[config.mk]
export PLATFORM = sky130hd
export DESIGN_NAME = muldiv_unit_flat
export DESIGN_NICKNAME = d
export VERILOG_FILES = /design/src/rtl/muldiv_pkg.sv /design/src/rtl/muldiv_if.sv /design/src/rtl/muldiv_iter.sv /design/src/rtl/muldiv_unit.sv /design/src/flat_wrapper.sv
export SDC_FILE = /design/constraint.sdc
export NUM_CORES = 1
export LEC_CHECK = 0
export CELL_PAD_IN_SITES_DETAIL_PLACEMENT = 0
export CELL_PAD_IN_SITES_GLOBAL_PLACEMENT = 2
export CORE_ASPECT_RATIO = 0.7
export CORE_MARGIN = 3
export CORE_UTILIZATION = 35
export CTS_CLUSTER_DIAMETER = 40
export DETAILED_ROUTE_END_ITERATION = 8
export GPL_TIMING_DRIVEN = 0
export PLACE_DENSITY_LB_ADDON = 0.15
export SKIP_CTS_REPAIR_TIMING = 1
export SYNTH_ARGS = -nofsm -noshare
export SYNTH_HDL_FRONTEND = slang
export SYNTH_SLANG_ARGS = --single-unit
[constraint.sdc]
create_clock -name clk -period 7.73 [get_ports clk]
set_clock_uncertainty 0.1 [all_clocks]
set_input_delay 0.773 -clock clk [delete_from_list [all_inputs] [get_ports clk]]
set_output_delay 0.773 -clock clk [all_outputs]
set_load 0.01 [all_outputs]
[src/rtl/muldiv_pkg.sv]
// Shared types and constants for the multi-cycle multiply/divide unit.
package muldiv_pkg;

    typedef enum logic [2:0] {
        MULT  = 3'd0,
        MULTU = 3'd1,
        DIV   = 3'd2,
        DIVU  = 3'd3,
        MTHI  = 3'd4,
        MTLO  = 3'd5
    } op_e;

    typedef enum logic [1:0] {
        IDLE = 2'd0,
        CALC = 2'd1,
        FIX  = 2'd2
    } state_e;

    localparam int ITERS = 32;
    localparam int CNT_W = $clog2(ITERS);

endpackage

[src/rtl/muldiv_if.sv]
// Execute-stage request / HI-LO result bundle between the pipeline and the unit.
interface muldiv_if
    import muldiv_pkg::*;
#(
    parameter int WIDTH = 32
);
    logic             start;
    op_e              op;
    logic [WIDTH-1:0] X;
    logic [WIDTH-1:0] Y;
    logic             cancel;
    logic             busy;
    logic             done;
    logic [WIDTH-1:0] HI;
    logic [WIDTH-1:0] LO;

    modport master (output start, op, X, Y, cancel, input busy, done, HI, LO);
    modport slave  (input start, op, X, Y, cancel, output busy, done, HI, LO);
endinterface

[src/rtl/muldiv_iter.sv]
// One-bit-per-cycle datapath: shift-add multiply or restoring divide on unsigned magnitudes.
module muldiv_iter #(
    parameter int WIDTH = 32,
    parameter int CNT_W = 5
) (
    input  logic               clk,
    input  logic               rst,
    input  logic               load_i,
    input  logic               step_i,
    input  logic               is_div_i,
    input  logic [WIDTH-1:0]   a_i,
    input  logic [WIDTH-1:0]   b_i,
    output logic [2*WIDTH-1:0] acc_o,
    output logic [CNT_W-1:0]   count_o
);
    logic [2*WIDTH-1:0] acc_q, acc_d;
    logic [WIDTH-1:0]   b_q;
    logic               is_div_q;
    logic [CNT_W-1:0]   count_q;
    logic [WIDTH:0]     mul_sum;
    logic [WIDTH:0]     rem_shift;
    logic [WIDTH:0]     trial;

    // acc holds {upper, lower}: product bits shift in from the top for multiply,
    // remainder/quotient for divide (quotient bits enter at bit 0).
    always_comb begin
        mul_sum   = {1'b0, acc_q[2*WIDTH-1:WIDTH]} + {1'b0, (acc_q[0] ? b_q : '0)};
        rem_shift = acc_q[2*WIDTH-1:WIDTH-1];
        trial     = rem_shift - {1'b0, b_q};
        acc_d     = acc_q;
        if (is_div_q) begin
            if (!trial[WIDTH]) begin
                acc_d = {trial[WIDTH-1:0], acc_q[WIDTH-2:0], 1'b1};
            end else begin
                acc_d = {rem_shift[WIDTH-1:0], acc_q[WIDTH-2:0], 1'b0};
            end
        end else begin
            acc_d = {mul_sum, acc_q[WIDTH-1:1]};
        end
    end

    always_ff @(posedge clk or posedge rst) begin
        if (rst) begin
            acc_q    <= '0;
            b_q      <= '0;
            is_div_q <= 1'b0;
            count_q  <= '0;
        end else if (load_i) begin
            acc_q    <= {{WIDTH{1'b0}}, a_i};
            b_q      <= b_i;
            is_div_q <= is_div_i;
            count_q  <= '0;
        end else if (step_i) begin
            acc_q    <= acc_d;
            count_q  <= count_q + 1'b1;
        end
    end

    assign acc_o   = acc_q;
    assign count_o = count_q;

endmodule

[src/rtl/muldiv_unit.sv]
// Multi-cycle MIPS multiply/divide unit: FSM, sign handling and architectural HI/LO.
module muldiv_unit
    import muldiv_pkg::*;
#(
    parameter int               WIDTH   = 32,
    parameter logic [WIDTH-1:0] DIVZ_LO = {WIDTH{1'b1}}
) (
    input logic     clk,
    input logic     rst,
    muldiv_if.slave bus
);
    state_e             state_q, state_d;
    logic               done_q, done_d;
    logic [WIDTH-1:0]   hi_q, hi_d, lo_q, lo_d;
    logic               is_div_q, neg_lo_q, neg_hi_q, divz_q;
    logic [WIDTH-1:0]   x_raw_q;
    logic               load, step, op_signed, op_is_div;
    logic [WIDTH-1:0]   a_mag, b_mag;
    logic [2*WIDTH-1:0] acc, prod;
    logic [WIDTH-1:0]   quot, rem;
    logic [CNT_W-1:0]   count;

    function automatic logic [WIDTH-1:0] mag(input logic [WIDTH-1:0] v, input logic sgn);
        return (sgn && v[WIDTH-1]) ? -v : v;
    endfunction

    assign op_signed = (bus.op == MULT) || (bus.op == DIV);
    assign op_is_div = (bus.op == DIV)  || (bus.op == DIVU);
    assign a_mag     = mag(bus.X, op_signed);
    assign b_mag     = mag(bus.Y, op_signed);

    muldiv_iter #(.WIDTH(WIDTH), .CNT_W(CNT_W)) u_iter (
        .clk      (clk),
        .rst      (rst),
        .load_i   (load),
        .step_i   (step),
        .is_div_i (op_is_div),
        .a_i      (a_mag),
        .b_i      (b_mag),
        .acc_o    (acc),
        .count_o  (count)
    );

    assign prod = neg_lo_q ? -acc : acc;
    assign quot = neg_lo_q ? -acc[WIDTH-1:0] : acc[WIDTH-1:0];
    assign rem  = neg_hi_q ? -acc[2*WIDTH-1:WIDTH] : acc[2*WIDTH-1:WIDTH];

    always_comb begin
        state_d = state_q;
        done_d  = 1'b0;
        hi_d    = hi_q;
        lo_d    = lo_q;
        load    = 1'b0;
        step    = 1'b0;
        case (state_q)
            IDLE: begin
                if (bus.start) begin
                    case (bus.op)
                        MULT, MULTU, DIV, DIVU: begin
                            load    = 1'b1;
                            state_d = CALC;
                        end
                        MTHI:    hi_d = bus.X;
                        MTLO:    lo_d = bus.X;
                        default: ;
                    endcase
                end
            end
            CALC: begin
                if (bus.cancel) begin
                    state_d = IDLE;
                end else begin
                    step = 1'b1;
                    if (count == CNT_W'(ITERS - 1)) state_d = FIX;
                end
            end
            FIX: begin
                state_d = IDLE;
                if (!bus.cancel) begin
                    done_d = 1'b1;
                    if (!is_div_q) begin
                        hi_d = prod[2*WIDTH-1:WIDTH];
                        lo_d = prod[WIDTH-1:0];
                    end else if (divz_q) begin
                        hi_d = x_raw_q;
                        lo_d = DIVZ_LO;
                    end else begin
                        hi_d = rem;
                        lo_d = quot;
                    end
                end
            end
            default: state_d = IDLE;
        endcase
    end

    always_ff @(posedge clk or posedge rst) begin
        if (rst) begin
            state_q <= IDLE;
            done_q  <= 1'b0;
            hi_q    <= '0;
            lo_q    <= '0;
        end else begin
            state_q <= state_d;
            done_q  <= done_d;
            hi_q    <= hi_d;
            lo_q    <= lo_d;
        end
    end

    // Result signs: LO follows X^Y for both ops; a divide remainder follows the dividend.
    always_ff @(posedge clk or posedge rst) begin
        if (rst) begin
            is_div_q <= 1'b0;
            neg_lo_q <= 1'b0;
            neg_hi_q <= 1'b0;
            divz_q   <= 1'b0;
            x_raw_q  <= '0;
        end else if (load) begin
            is_div_q <= op_is_div;
            neg_lo_q <= op_signed & (bus.X[WIDTH-1] ^ bus.Y[WIDTH-1]);
            neg_hi_q <= op_signed & bus.X[WIDTH-1];
            divz_q   <= op_is_div && (bus.Y == '0);
            x_raw_q  <= bus.X;
        end
    end

    assign bus.busy = (state_q != IDLE);
    assign bus.done = done_q;
    assign bus.HI   = hi_q;
    assign bus.LO   = lo_q;

endmodule

[src/flat_wrapper.sv]
// flat-port wrapper written by rule: the top's interface ports become plain ports
module muldiv_unit_flat import muldiv_pkg::*;
#(
    parameter int               WIDTH   = 32,
    parameter logic [WIDTH-1:0] DIVZ_LO = {WIDTH{1'b1}}
)
  (clk, rst, bus_start, bus_op, bus_X, bus_Y, bus_cancel, bus_busy, bus_done, bus_HI, bus_LO);
  muldiv_if #(.WIDTH(WIDTH)) bus_i ();
  input logic clk;
  input logic rst;
  input wire logic [$bits(bus_i.start)-1:0] bus_start;
  input wire logic [$bits(bus_i.op)-1:0] bus_op;
  input wire logic [$bits(bus_i.X)-1:0] bus_X;
  input wire logic [$bits(bus_i.Y)-1:0] bus_Y;
  input wire logic [$bits(bus_i.cancel)-1:0] bus_cancel;
  output wire logic [$bits(bus_i.busy)-1:0] bus_busy;
  output wire logic [$bits(bus_i.done)-1:0] bus_done;
  output wire logic [$bits(bus_i.HI)-1:0] bus_HI;
  output wire logic [$bits(bus_i.LO)-1:0] bus_LO;
  assign bus_i.start = bus_start;
  assign bus_i.op = bus_op;
  assign bus_i.X = bus_X;
  assign bus_i.Y = bus_Y;
  assign bus_i.cancel = bus_cancel;
  assign bus_busy = bus_i.busy;
  assign bus_done = bus_i.done;
  assign bus_HI = bus_i.HI;
  assign bus_LO = bus_i.LO;
  muldiv_unit #(.WIDTH(WIDTH), .DIVZ_LO(DIVZ_LO)) u_core (.clk(clk), .rst(rst), .bus(bus_i));
endmodule
======== Word level (Yosys, flattened, before mapping) ========
Index checks and enable logic that the tools add are counted.
operators by class
  $add $sub $neg .......................... 8
  $mul .................................... 0
  divide/modulo/power cells ............... 0
  magnitude comparators ................... 0
  equality and inequality tests ........... 14
  shift-type cells ........................ 0
  mux-type cells .......................... 35
  bitwise logic cells ..................... 3
  reduce and logical (&&, ||, !) cells .... 15
operators with widths
  cell                   number
  $mux W32               15
  $mux W64               5
  $neg A32 Y32           4
  $pmux W32 S2           2
  $neg A64 Y64           1
  $add A32 B32 Y33       1
  $sub A33 B32 Y33       1
  $logic_not A32 Y1      1
  $mux W5                2
  $ne A2 B2 Y1 const B   5
  $mux W2                4
  $reduce_and A4 Y1      2
  $eq A3 B2 Y1 const B   2
  $eq A3 B3 Y1 const B   2
  $mux W1                6
  $reduce_bool A2 Y1     3
  $add A5 B1 Y5 const B  1
  $eq A5 B5 Y1 const B   1
  $pmux W2 S2            1
  $reduce_or A4 Y1       1
  $eq A3 B1 Y1 const B   1
  $logic_and A1 B1 Y1    3
  $logic_not A3 Y1       1
  $ne A3 B2 Y1 const B   1
  other kinds (7)        9
word-level totals
  bits in registers ....................... 204
  bits in latches ......................... 0
  RAM bits ................................ 0
  bits in read-only memories .............. 0
  bits of input ports ..................... 71
  output and inout bits ................... 66
  word-level logic and storage cells ...... 87
  memories kept ........................... 0

======== Longest topological paths before layout ========
  word-level depth ........................ 6
  mapped depth ............................ 16
  mapped depth without buffers ............ 13

======== Cells and area by module ========
A second synthesis with hierarchy kept.
unflattened totals
  cells, all modules ...................... 2,259
  area, all modules ....................... 17,501.8 µm²
by module, submodules not included
  module       instances  cells an instance  area an instance (µm²)  sequential area each (µm²)
  muldiv_iter  1          1,111              8,883.5                 2,552.4
  muldiv_unit  1          1,148              8,618.3                 2,577.5

======== Least setup slack after synthesis ========
Ideal clock, no wire load.
  path type ............................... input port to flip-flop
  start ................................... in bus_X[9]
  end ..................................... reg u_core.u_iter.acc_q[29], in the netlist u_core.u_iter.acc_o[29]
  setup time .............................. 0.127 ns
  arrival time ............................ 3.269 ns
  data required time ...................... 7.503 ns
  setup slack ............................. 4.235 ns
  stages on the path ...................... 10
  cell sequence ........................... buf_6 or4_4 or4_4 or2_4 nor4_4 nand2_2 or4_4 o41ai_4 xor2_1 o21ai_1
between the ends
  word-level cells in the longest chain between the ends .. 3
RTL lines
  what                  line                text
  start, declared       flat_wrapper.sv:13  input wire logic [$bits(bus_i.X)-1:0] bus_X;
  $neg A32 Y32          muldiv_unit.sv:24   return (sgn && v[WIDTH-1]) ? -v : v;
  $mux W32              muldiv_unit.sv:24
  $mux W64              muldiv_iter.sv:48   end else if (load_i) begin
  end signal, assigned  muldiv_iter.sv:49   acc_q <= {{WIDTH{1'b0}}, a_i};
  end, declared         muldiv_iter.sv:16   logic [2*WIDTH-1:0] acc_q, acc_d;
No other way between the ends.
A chain may end at the register's enable or synchronous reset.

======== Worst setup path after layout ========
  start ................................... reg u_core.u_iter.acc_q[0], in the netlist u_core.u_iter.acc_o[0]
  end ..................................... reg u_core.hi_q[4], in the netlist u_core.bus.HI[4]
between the ends
  word-level cells in the longest chain between the ends .. 5
RTL lines
  what                  line                text
  $neg A64 Y64          muldiv_unit.sv:44   assign prod = neg_lo_q ? -acc : acc;
  $mux W64              muldiv_unit.sv:44
  $mux W32              muldiv_unit.sv:81   if (!is_div_q) begin
  $mux W32              muldiv_unit.sv:79   if (!bus.cancel) begin
  $pmux W32 S2          muldiv_unit.sv:55   case (state_q)
  end signal, assigned  muldiv_unit.sv:106  hi_q <= hi_d;
  end, declared         muldiv_unit.sv:14   logic [WIDTH-1:0] hi_q, hi_d, lo_q, lo_d;
No other way between the ends. The select of a mux whose other input is x is not followed.

==> results.txt <==
RR Endpoint: u_core.bus.HI[4]
Area growth syn-to-layout: 19.7%
Setup TNS: 0 ps
IO buf count: 128
Fin crit share: 66.4%
Clk_lat worst skew: 530 ps
Reg2Reg Setup Slack: 2600 ps
Pre-Repair DR Iteration Count: 5
Switching portion of total power: 46.9%
Die area: 0.0500 mm2
Core Box Area: 0.0459 mm2
Clk root buf: clkbuf_16
Mapped cell area: 0.0166 mm2
EDFF count, synth: 0
Inserted Diodes: 0
Worst Hold Path EP: u_core.bus.LO[6]
Synth cell types: 86
GRT Util Overall: 29.9%
Final setup violation count: 0
Unrepaired setup endpoints after global routing: no
DP HPWL: 59700 um
RR Startpoint: u_core.u_iter.acc_o[0]
P_sw: 3290 uW
Worst Setup End Kind: flip-flop
Max Slew Vio Count: 0
First-pass GRT wire length: 113000 um
Startpoint class of the critical path: flip-flop
Clk pwr share: 22.6%
Pin count of the biggest net entering global routing: 119
Sink Count: 204
Sequential fraction of the synthesis area: 30.8%
Routability Congestion: 0.961
Fin nets: 2436
Share of cells above drive strength 1: 4.74%
Via density: 6.02
Post-synth top cells: 351 x nand2_1, 239 x o21ai_0, 204 x dfrtp_1
WHS Path Cells: 2
CTS Buf Count: 36
DR WL/cell: 26.0 um
Die height: 188 um
Setup CP Type: reg2reg
Grt ovf: 0
Drc violations: 0
Initial drt markers: 1999
Syn_area_per_cell: 7.79 um2
Synth Instances: 2126
Ports: 137
Comb pwr share: 53.2%
H-tree Lvls: 2
Synth warn: 0
Least-Margin Pin Slew: 1360 ps
Max transition margin: 8.31%
CTS tree: built
Hold Startpoint: u_core.bus.LO[6]
F_max: 195 MHz
Internal: 3730 uW
Fin. Hold Viols: 0
Vias: 17.6k
Pwr Density: 354 mW/mm2
Starting utilization of the core area: 36.1%
Critical path required time: 8030 ps
Post-synth top flop: dfrtp_1
Seq pwr share: 24.2%
Area leader, netlist: dfrtp_1
Peak supply drop: 183 uV
Yosys top cell area share: 30.8%
Antenna viol nets, final: 0
Synth Register Bits: 204
Vias in the first global route: 16.9k
Initial antenna violation count: 4
Clock buffer depth: 3
Die W: 266 um
Dominant cells by area after synthesis: dfrtp_1 31%, nand2_1 8.0%, o21ai_0 7.2%
Row Count: 65
Final wirelength: 76000 um
Critical path arrival: 5440 ps
Worst Reg-to-Reg Cells: 12
Max-cap viol count: 0
Hold Path Class: reg2reg
Clk slew on worst S/H paths: 60 ps
Final min period: 5130 ps
Pleak: 0.00818 uW
Syn Nets: 2269
Critical path peak fanout: 10
Most numerous cell in the Yosys netlist: nand2_1
Total power: 7020 uW
Share of flip-flops with an asynchronous set or reset: 100%
Outcome: complete, no violations
==> metal layers <==
metal  share of wire (%)  track usage, %  vias up
li1                    -               -     7987
met1                  49            47.9     8657
met2                  38            39.5      852
met3                  11            7.33      102
met4                 2.0            5.65        0
met5                   0               0        -
==> critical path: stages, from the launching register on <==
cell and delay (ps):
dfrtp_1 350, clkbuf_1 320, inv_1 320, clkbuf_1 670, ha_1 380, nand2_1 270, nor3_4 430, nand2_1 130
or3_1 370, o41ai_1 1090, xnor2_1 130, o211ai_1 330, nand3_1 120
==> sequential cells by signal, summed over array words and instances (netlist names) <==
name	count
u_core.neg_hi_q	1
u_core.bus.done	1
u_core.bus.HI	32
u_core.u_iter.count_o	5
u_core.u_iter.acc_o	64
u_core.divz_q	1
u_core.state_q	2
u_core.is_div_q	1
u_core.bus.LO	32
u_core.neg_lo_q	1
u_core.u_iter.b_q	32
u_core.x_raw_q	32
==> stage by stage <==
step           cell area [um2]  worst slack (ps)  util [%]  instances  hold slack (ps)
3_5_place_dp             18600              2950      40.6       2858              364
5_1_grt                  19800              2550      43.2       2924              382
4_1_cts                  19800              2960      43.2       2924              367
3_3_place_gp             18600             -2170      40.5       2857              359
6_report                 19800              2600      43.2       2924              378
2_1_floorplan            16600              1290         -       2126              340
==> power groups by stage <==
| stage | Combinational [uW] | Sequential (uW) | Clock [uW] |
|---|---|---|---|
| floorplan | 2420 | 1600 | 0 |
| global placement | 3620 | 1700 | 0 |
| detailed placement | 3630 | 1700 | 0 |
| CTS | 3650 | 1690 | 1600 |
| global route | 4070 | 1730 | 1650 |
| finish | 3730 | 1700 | 1590 |
==> worst max path at each step <==
stage	from	endpoint	slack, ps	cells after the start
final	u_core.u_iter.acc_o[0]	u_core.bus.HI[4]	2600	12
after global routing	u_core.u_iter.acc_o[0]	u_core.bus.HI[4]	2550	12
after CTS	u_core.u_iter.acc_o[0]	u_core.u_iter.acc_o[60]	2960	15
after detailed placement	u_core.u_iter.acc_o[0]	u_core.bus.HI[4]	2950	12
after global placement	rst	u_core.u_iter.b_q[28]	-2170	2
after floorplan	rst	u_core.bus.HI[0]	1290	1
==> layout by cell type, fill, tap and decap left out, types with 8 or more instances in the layout <==
cell and n:
inv_1 70, dfrtp_1 204, nand2b_1 20, and3_1 25, clkbuf_8 8, o22ai_1 37, or2_2 9, o21bai_1 10
o221ai_1 12, ha_1 70, a21oi_1 143, o21ai_0 239, nor2_1 139, nor3_1 32, nand3_1 32, xnor2_1 88
nor4_1 15, o31ai_1 27, a221oi_1 9, nor2b_1 13, nand2_1 351, clkbuf_16 38, or3_1 22, nand4_1 11
o211ai_1 56, and2_1 16, a22oi_1 16, mux2i_1 55, o41ai_1 10, buf_1 16, clkdlybuf4s50_1 128, a211oi_1 23
a21o_1 17, clkbuf_1 119, xor2_1 79, or4_1 16, a31oi_1 26
==> cell type report <==
cell class | count | area [um2]
Buffer | 146 | 652
Tap cell | 603 | 754
Multi-Input combinational cell | 1704 | 10500
Clock buffer | 50 | 1050
Fill cell | 4778 | 26100
Clock inverter | 16 | 145
Timing Repair Buffer | 129 | 1310
Inverter | 72 | 278
Sequential cell | 204 | 5100
==> logic make-up (layout without fill, tap and decap cells) <==
group	count (synthesis)	after routing	synth area share (%)
mux	57	57	3.46
fa+ha+maj	72	72	5.53
compound gates	683	683	25.5
flops	204	204	30.8
buf+inv	218	413	5.57
simple gates	725	725	20.3
xor+xnor	167	167	8.84
No activity file was read; power rests on OpenSTA's default activity.
